--- src/rtl/uart_rx_fifo.sv ---
// uart_rx_fifo: circular receive buffer behind the UART receiver.
// Bytes are captured from one-cycle in_valid strobes and presented to the
// consumer as a first-word-fall-through ready/valid stream, with fill level
// and a sticky overrun flag for bytes dropped while the buffer was full.
//
// Handshake: a word transfers on any rising edge where out_valid and
// out_ready are both high. out_valid depends only on registered state, never
// on out_ready. The producer has no back-pressure. in_valid is a strobe that
// is either accepted or counted as an overrun.
module uart_rx_fifo #(
    parameter int DATA_WIDTH = 8,
    parameter int DEPTH      = 16
) (
    input  logic                          clk,
    input  logic                          rst_n,
    input  logic [DATA_WIDTH-1:0]         in_data,
    input  logic                          in_valid,
    output logic [DATA_WIDTH-1:0]         out_data,
    output logic                          out_valid,
    input  logic                          out_ready,
    output logic [$clog2(DEPTH):0]        count,
    output logic                          empty,
    output logic                          full,
    output logic                          overrun,
    input  logic                          clr_overrun
);

    localparam int ADDR_W = $clog2(DEPTH);
    localparam logic [ADDR_W:0] FULL_CNT = (ADDR_W + 1)'(DEPTH);

    // Storage has no reset. Stale contents are never visible because
    // out_data is masked whenever the FIFO is empty.
    logic [DATA_WIDTH-1:0] mem_q [DEPTH];

    logic [ADDR_W-1:0] wr_ptr_q, wr_ptr_d;
    logic [ADDR_W-1:0] rd_ptr_q, rd_ptr_d;
    logic [ADDR_W:0]   count_q,  count_d;
    logic              overrun_q, overrun_d;

    logic is_empty;
    logic is_full;
    logic do_pop;
    logic do_push;
    logic drop;

    // Status flags derived purely from the registered occupancy count
    always_comb begin
        is_empty = (count_q == '0);
        is_full  = (count_q == FULL_CNT);
    end

    // Transfer decisions for this cycle. A pop frees a slot, so a write into
    // a full FIFO is still accepted when the head leaves in the same cycle.
    always_comb begin
        do_pop  = !is_empty && out_ready;
        do_push = in_valid && (!is_full || do_pop);
        drop    = in_valid && is_full && !do_pop;
    end

    // Next-state for pointers, occupancy and the sticky overrun flag
    always_comb begin
        wr_ptr_d  = wr_ptr_q;
        rd_ptr_d  = rd_ptr_q;
        count_d   = count_q;
        overrun_d = overrun_q;

        // Pointers are exactly ADDR_W wide, so the increment wraps at DEPTH.
        if (do_push) begin
            wr_ptr_d = wr_ptr_q + 1'b1;
        end
        if (do_pop) begin
            rd_ptr_d = rd_ptr_q + 1'b1;
        end

        case ({do_push, do_pop})
            2'b10:   count_d = count_q + 1'b1;
            2'b01:   count_d = count_q - 1'b1;
            default: count_d = count_q;
        endcase

        // A new drop outranks a simultaneous clear so no loss goes unreported.
        if (drop) begin
            overrun_d = 1'b1;
        end else if (clr_overrun) begin
            overrun_d = 1'b0;
        end
    end

    // Control state register with asynchronous clear
    always_ff @(posedge clk or negedge rst_n) begin
        if (!rst_n) begin
            wr_ptr_q  <= '0;
            rd_ptr_q  <= '0;
            count_q   <= '0;
            overrun_q <= 1'b0;
        end else begin
            wr_ptr_q  <= wr_ptr_d;
            rd_ptr_q  <= rd_ptr_d;
            count_q   <= count_d;
            overrun_q <= overrun_d;
        end
    end

    // Storage write port
    always_ff @(posedge clk) begin
        if (do_push) begin
            mem_q[wr_ptr_q] <= in_data;
        end
    end

    // Output drive: head word falls through, zeroed while empty
    always_comb begin
        out_valid = !is_empty;
        out_data  = is_empty ? '0 : mem_q[rd_ptr_q];
        count     = count_q;
        empty     = is_empty;
        full      = is_full;
        overrun   = overrun_q;
    end

endmodule

--- config.mk ---
export PLATFORM = sky130hd
export DESIGN_NAME = uart_rx_fifo
export DESIGN_NICKNAME = d
export VERILOG_FILES = /design/src/rtl/uart_rx_fifo.sv
export SDC_FILE = /design/constraint.sdc
export NUM_CORES = 1
export LEC_CHECK = 0
export ABC_AREA = 1
export CELL_PAD_IN_SITES_DETAIL_PLACEMENT = 1
export CELL_PAD_IN_SITES_GLOBAL_PLACEMENT = 1
export CORE_ASPECT_RATIO = 0.6
export CORE_MARGIN = 3
export CORE_UTILIZATION = 43
export DETAILED_ROUTE_END_ITERATION = 6
export GPL_TIMING_DRIVEN = 1
export HOLD_SLACK_MARGIN = 0.12
export PLACE_DENSITY_LB_ADDON = 0.2
export RECOVER_POWER = 100
export SLEW_MARGIN = 10
export SYNTH_ARGS = -nofsm -noshare
export SYNTH_HDL_FRONTEND = slang
export SYNTH_SLANG_ARGS = --single-unit
--- constraint.sdc ---
create_clock -name clk -period 4.95 [get_ports clk]
set_clock_uncertainty 0.1 [all_clocks]
set_input_delay 0.7425 -clock clk [delete_from_list [all_inputs] [get_ports clk]]
set_output_delay 0.7425 -clock clk [all_outputs]
set_load 0.05 [all_outputs]
==> results_dict.tcl <==
set metrics [dict create \
    maximum_number_of_pins_on_one_net_before_global_route_repair 67 \
    synth_top_area_share_pct 64.9 \
    report.final.setup_viol 0 \
    totalNegativeSetupSlack_ns 0 \
    drt-total-wl_mm 16.3 \
    synthArstFlopShare_pct 9.86 \
    relSlewSlack_pct 13.3 \
    detail_route.wl_per_cell_microns 23.8 \
    post_synth_num_cell_types 25 \
    critPathCaptureType "output pin" \
    count_of_inserted_antenna_diode_cells 0 \
    cts_setup_buffers 0 \
    detailroute.via_count 3992 \
    placeableCoreArea_sq_um 13100 \
    min_period_ns 4.42 \
    mappedNetlistNets 493 \
    grt_pass1_wl_mm 24.9 \
    hp-class "reg2reg" \
    yosysSeqAreaShare_pct 70.8 \
    fill_cell_instance_count_of_the_final_layout 1320 \
    yosysMostFrequentCell "sky130_fd_sc_hd__edfxtp_1" \
    power.density_nw_per_um2 676 \
    detail_route.first_pass.iterations 7 \
    synth_enable_flop_cells 128 \
    regArea_sq_um 4200 \
    overflow_left_after_global_routing 0 \
    startpoint "rd_ptr_q[2]" \
    path_max_fanout 18 \
    timing.critical_path.from_type "flop" \
    die_width_microns 158 \
    status "finished clean" \
    drc_violation_count_after_routing 0 \
    worstPathRequired_ns 4.11 \
    die-area_sq_um 15300 \
    worst_path_max_delay_cell "sky130_fd_sc_hd__dlygate4sd3_1" \
    final_util_pct 52.6 \
    postCtsHoldBufs 0 \
    start_util_pct 45.1 \
    place.gp.congestion 0.790 \
    crit_arrival_ns 3.57 \
    placed_cell_area_sq_um 6350 \
    antenna_violations_before_repair 0 \
    timing.final.hold_violations 0 \
    crit_chain "clkinv_1 > o221ai_1 > nand3_1 > a21oi_1 > dlygate4sd3_1" \
    achievable-frequency_ghz 0.226 \
    cts_buffers 17 \
    tritoncts_clock_tree "yes" \
    postSynthAreaPerCell_sq_um 12.5 \
    place.detailed.hpwl_mm 10.1 \
    num-nets-final 521 \
    multi_input_comb_area_sq_um 1500 \
    cellLeakagePower_nw 2.39 \
    fin_worst_hold_slack_ns 0.433 \
    initialDrtViolationCount 496 \
    final-max-slew-violation-count 0 \
    die_height_microns 96.9 \
    path_clk_slew_ns 0.06 \
    hold_path_startpoint "overrun" \
    clock_root_buffer "sky130_fd_sc_hd__clkbuf_16" \
    via_cell_ratio 5.84 \
    via_count_of_the_first_global_routing_pass 4091 \
    postLayoutCellArea_sq_um 6910 \
    final_layout_size_suffix_gt1_share_pct 8.95 \
    cap_violations 0 \
    numClockSinks 142 \
    totalPowerFinal_mw 4.67 \
    cts_resized 0 \
    worst_slew_pin_slew_ns 1.30 \
    num_rows 32 \
    htree_num_levels 4 \
    antenna_left 0 \
    peakVddDrop_uv 244 \
    gr-usage-all-layers_pct 22.2 \
    io_pins 30 \
    synth.top_cells.by_area "sky130_fd_sc_hd__edfxtp_1 (65%), sky130_fd_sc_hd__dfrtp_1 (5.9%), sky130_fd_sc_hd__o21ai_0 (5.7%)" \
    netlist_instances 473 \
    reg_to_reg_critical_path_startpoint "count[3]" \
    fin_crit_sh_pct 89.2 \
    slowest_delay_ns 0.91 \
    port_buffers 29 \
    ys_seq_elements 142 \
    clk_latency_ns 0.42 \
    max-clock-path-buffers 2 \
    synth.cells.most_frequent "sky130_fd_sc_hd__edfxtp_1 (128), sky130_fd_sc_hd__nor2_1 (87), sky130_fd_sc_hd__o21ai_0 (68)" \
    yosys_warnings 0 \
    rrSetupSlack_ns 1.93 \
    synth_ff_type "sky130_fd_sc_hd__edfxtp_1" \
    setup_repair_after_global_routing_missed_its_margin "no" \
    layout-area-overhead-vs-synth_pct 16.6 \
    synth_top_cell_by_area "sky130_fd_sc_hd__edfxtp_1" \
    syn_area_sq_um 5920 \
    worstSetupPathType "reg2out" \
]
-- worst paths after layout --
check	to	cells past startpoint
max	out_data[7]	5
min	overrun	2
max reg2reg	mem_q[5][1]	8
min reg2reg	overrun	2
max in group asynchronous	rd_ptr_q[0]	1
min in group asynchronous	wr_ptr_q[1]	1
-- cell usage in the layout, fill, tap and decap left out --
| master | instances |
|---|---|
| sky130_fd_sc_hd__edfxtp_1 | 128 |
| sky130_fd_sc_hd__nor2_1 | 87 |
| sky130_fd_sc_hd__o21ai_0 | 70 |
| sky130_fd_sc_hd__nand2_1 | 32 |
| sky130_fd_sc_hd__o221ai_1 | 28 |
| sky130_fd_sc_hd__dlygate4sd3_1 | 27 |
| sky130_fd_sc_hd__nand3_1 | 22 |
| sky130_fd_sc_hd__inv_1 | 19 |
| sky130_fd_sc_hd__clkbuf_16 | 17 |
| sky130_fd_sc_hd__dfrtp_1 | 13 |
| sky130_fd_sc_hd__a21oi_1 | 8 |
| sky130_fd_sc_hd__xor2_1 | 8 |
| sky130_fd_sc_hd__ha_1 | 7 |
| sky130_fd_sc_hd__o22ai_1 | 5 |
| sky130_fd_sc_hd__clkinv_1 | 4 |
| sky130_fd_sc_hd__nand4_1 | 4 |
| sky130_fd_sc_hd__inv_2 | 4 |
| sky130_fd_sc_hd__clkinv_2 | 4 |
| sky130_fd_sc_hd__clkinvlp_4 | 4 |
| sky130_fd_sc_hd__buf_4 | 4 |
| sky130_fd_sc_hd__bufinv_16 | 3 |
| sky130_fd_sc_hd__nor2_2 | 2 |
| sky130_fd_sc_hd__nand3_4 | 2 |
| sky130_fd_sc_hd__o21ai_1 | 2 |
| sky130_fd_sc_hd__nand2_4 | 2 |
| sky130_fd_sc_hd__nand2_2 | 2 |
| sky130_fd_sc_hd__clkbuf_1 | 2 |
| sky130_fd_sc_hd__clkdlybuf4s50_1 | 2 |
| sky130_fd_sc_hd__clkinvlp_2 | 1 |
| sky130_fd_sc_hd__dfrtp_2 | 1 |
-- where the power goes --
group | leakage, nW | internal, mW | switching [mW]
registers | 1.32 | 1.47 | 0.125
clock network | 0.274 | 0.785 | 0.498
logic | 0.791 | 0.479 | 1.31
-- logic make-up after synthesis --
logic type / synth area share [%]
flip-flops: 70.8
XOR/XNOR: 1.18
buffers and inverters: 3.53
adder cells (fa/ha/maj): 1.48
AO/OA/AOI/OAI: 11.4
AND/OR/NAND/NOR: 11.6
-- critical path: cells and delay by family (launching register included) --
family	cells	cell delay (ns)
buf+inv	2	1.68
flops	1	0.88
compound gates	2	0.46
simple gates	1	0.13
-- state kept, by name, summed over array words and instances (netlist names) --
register and flops:
count 5, mem_q 128, overrun 1, rd_ptr_q 4, wr_ptr_q 4
-- area by class of cell --
| type | count | share of cell area [%] |
|---|---|---|
| multi-input cells | 281 | 21.7 |
| repair buffers | 33 | 4.64 |
| well taps | 170 | 3.08 |
| flip-flops and latches | 142 | 60.7 |
| clock buffers | 19 | 6.27 |
| clock inverters | 13 | 2.14 |
| inverters | 26 | 1.43 |
-- per-stage QoR --
stage               cells  setup WS [ns]
global placement      652           1.15
floorplan             473           1.58
global route          684          0.344
CTS                   684          0.575
finish                684          0.534
detailed placement    652           1.04
-- routing by layer --
layer	wire length (microns)	track usage [%]
met5	0	0
met4	157	6.20
met3	1170	5.05
met2	7330	31.9
met1	7660	33.9
(Power assumes the default switching activity.)
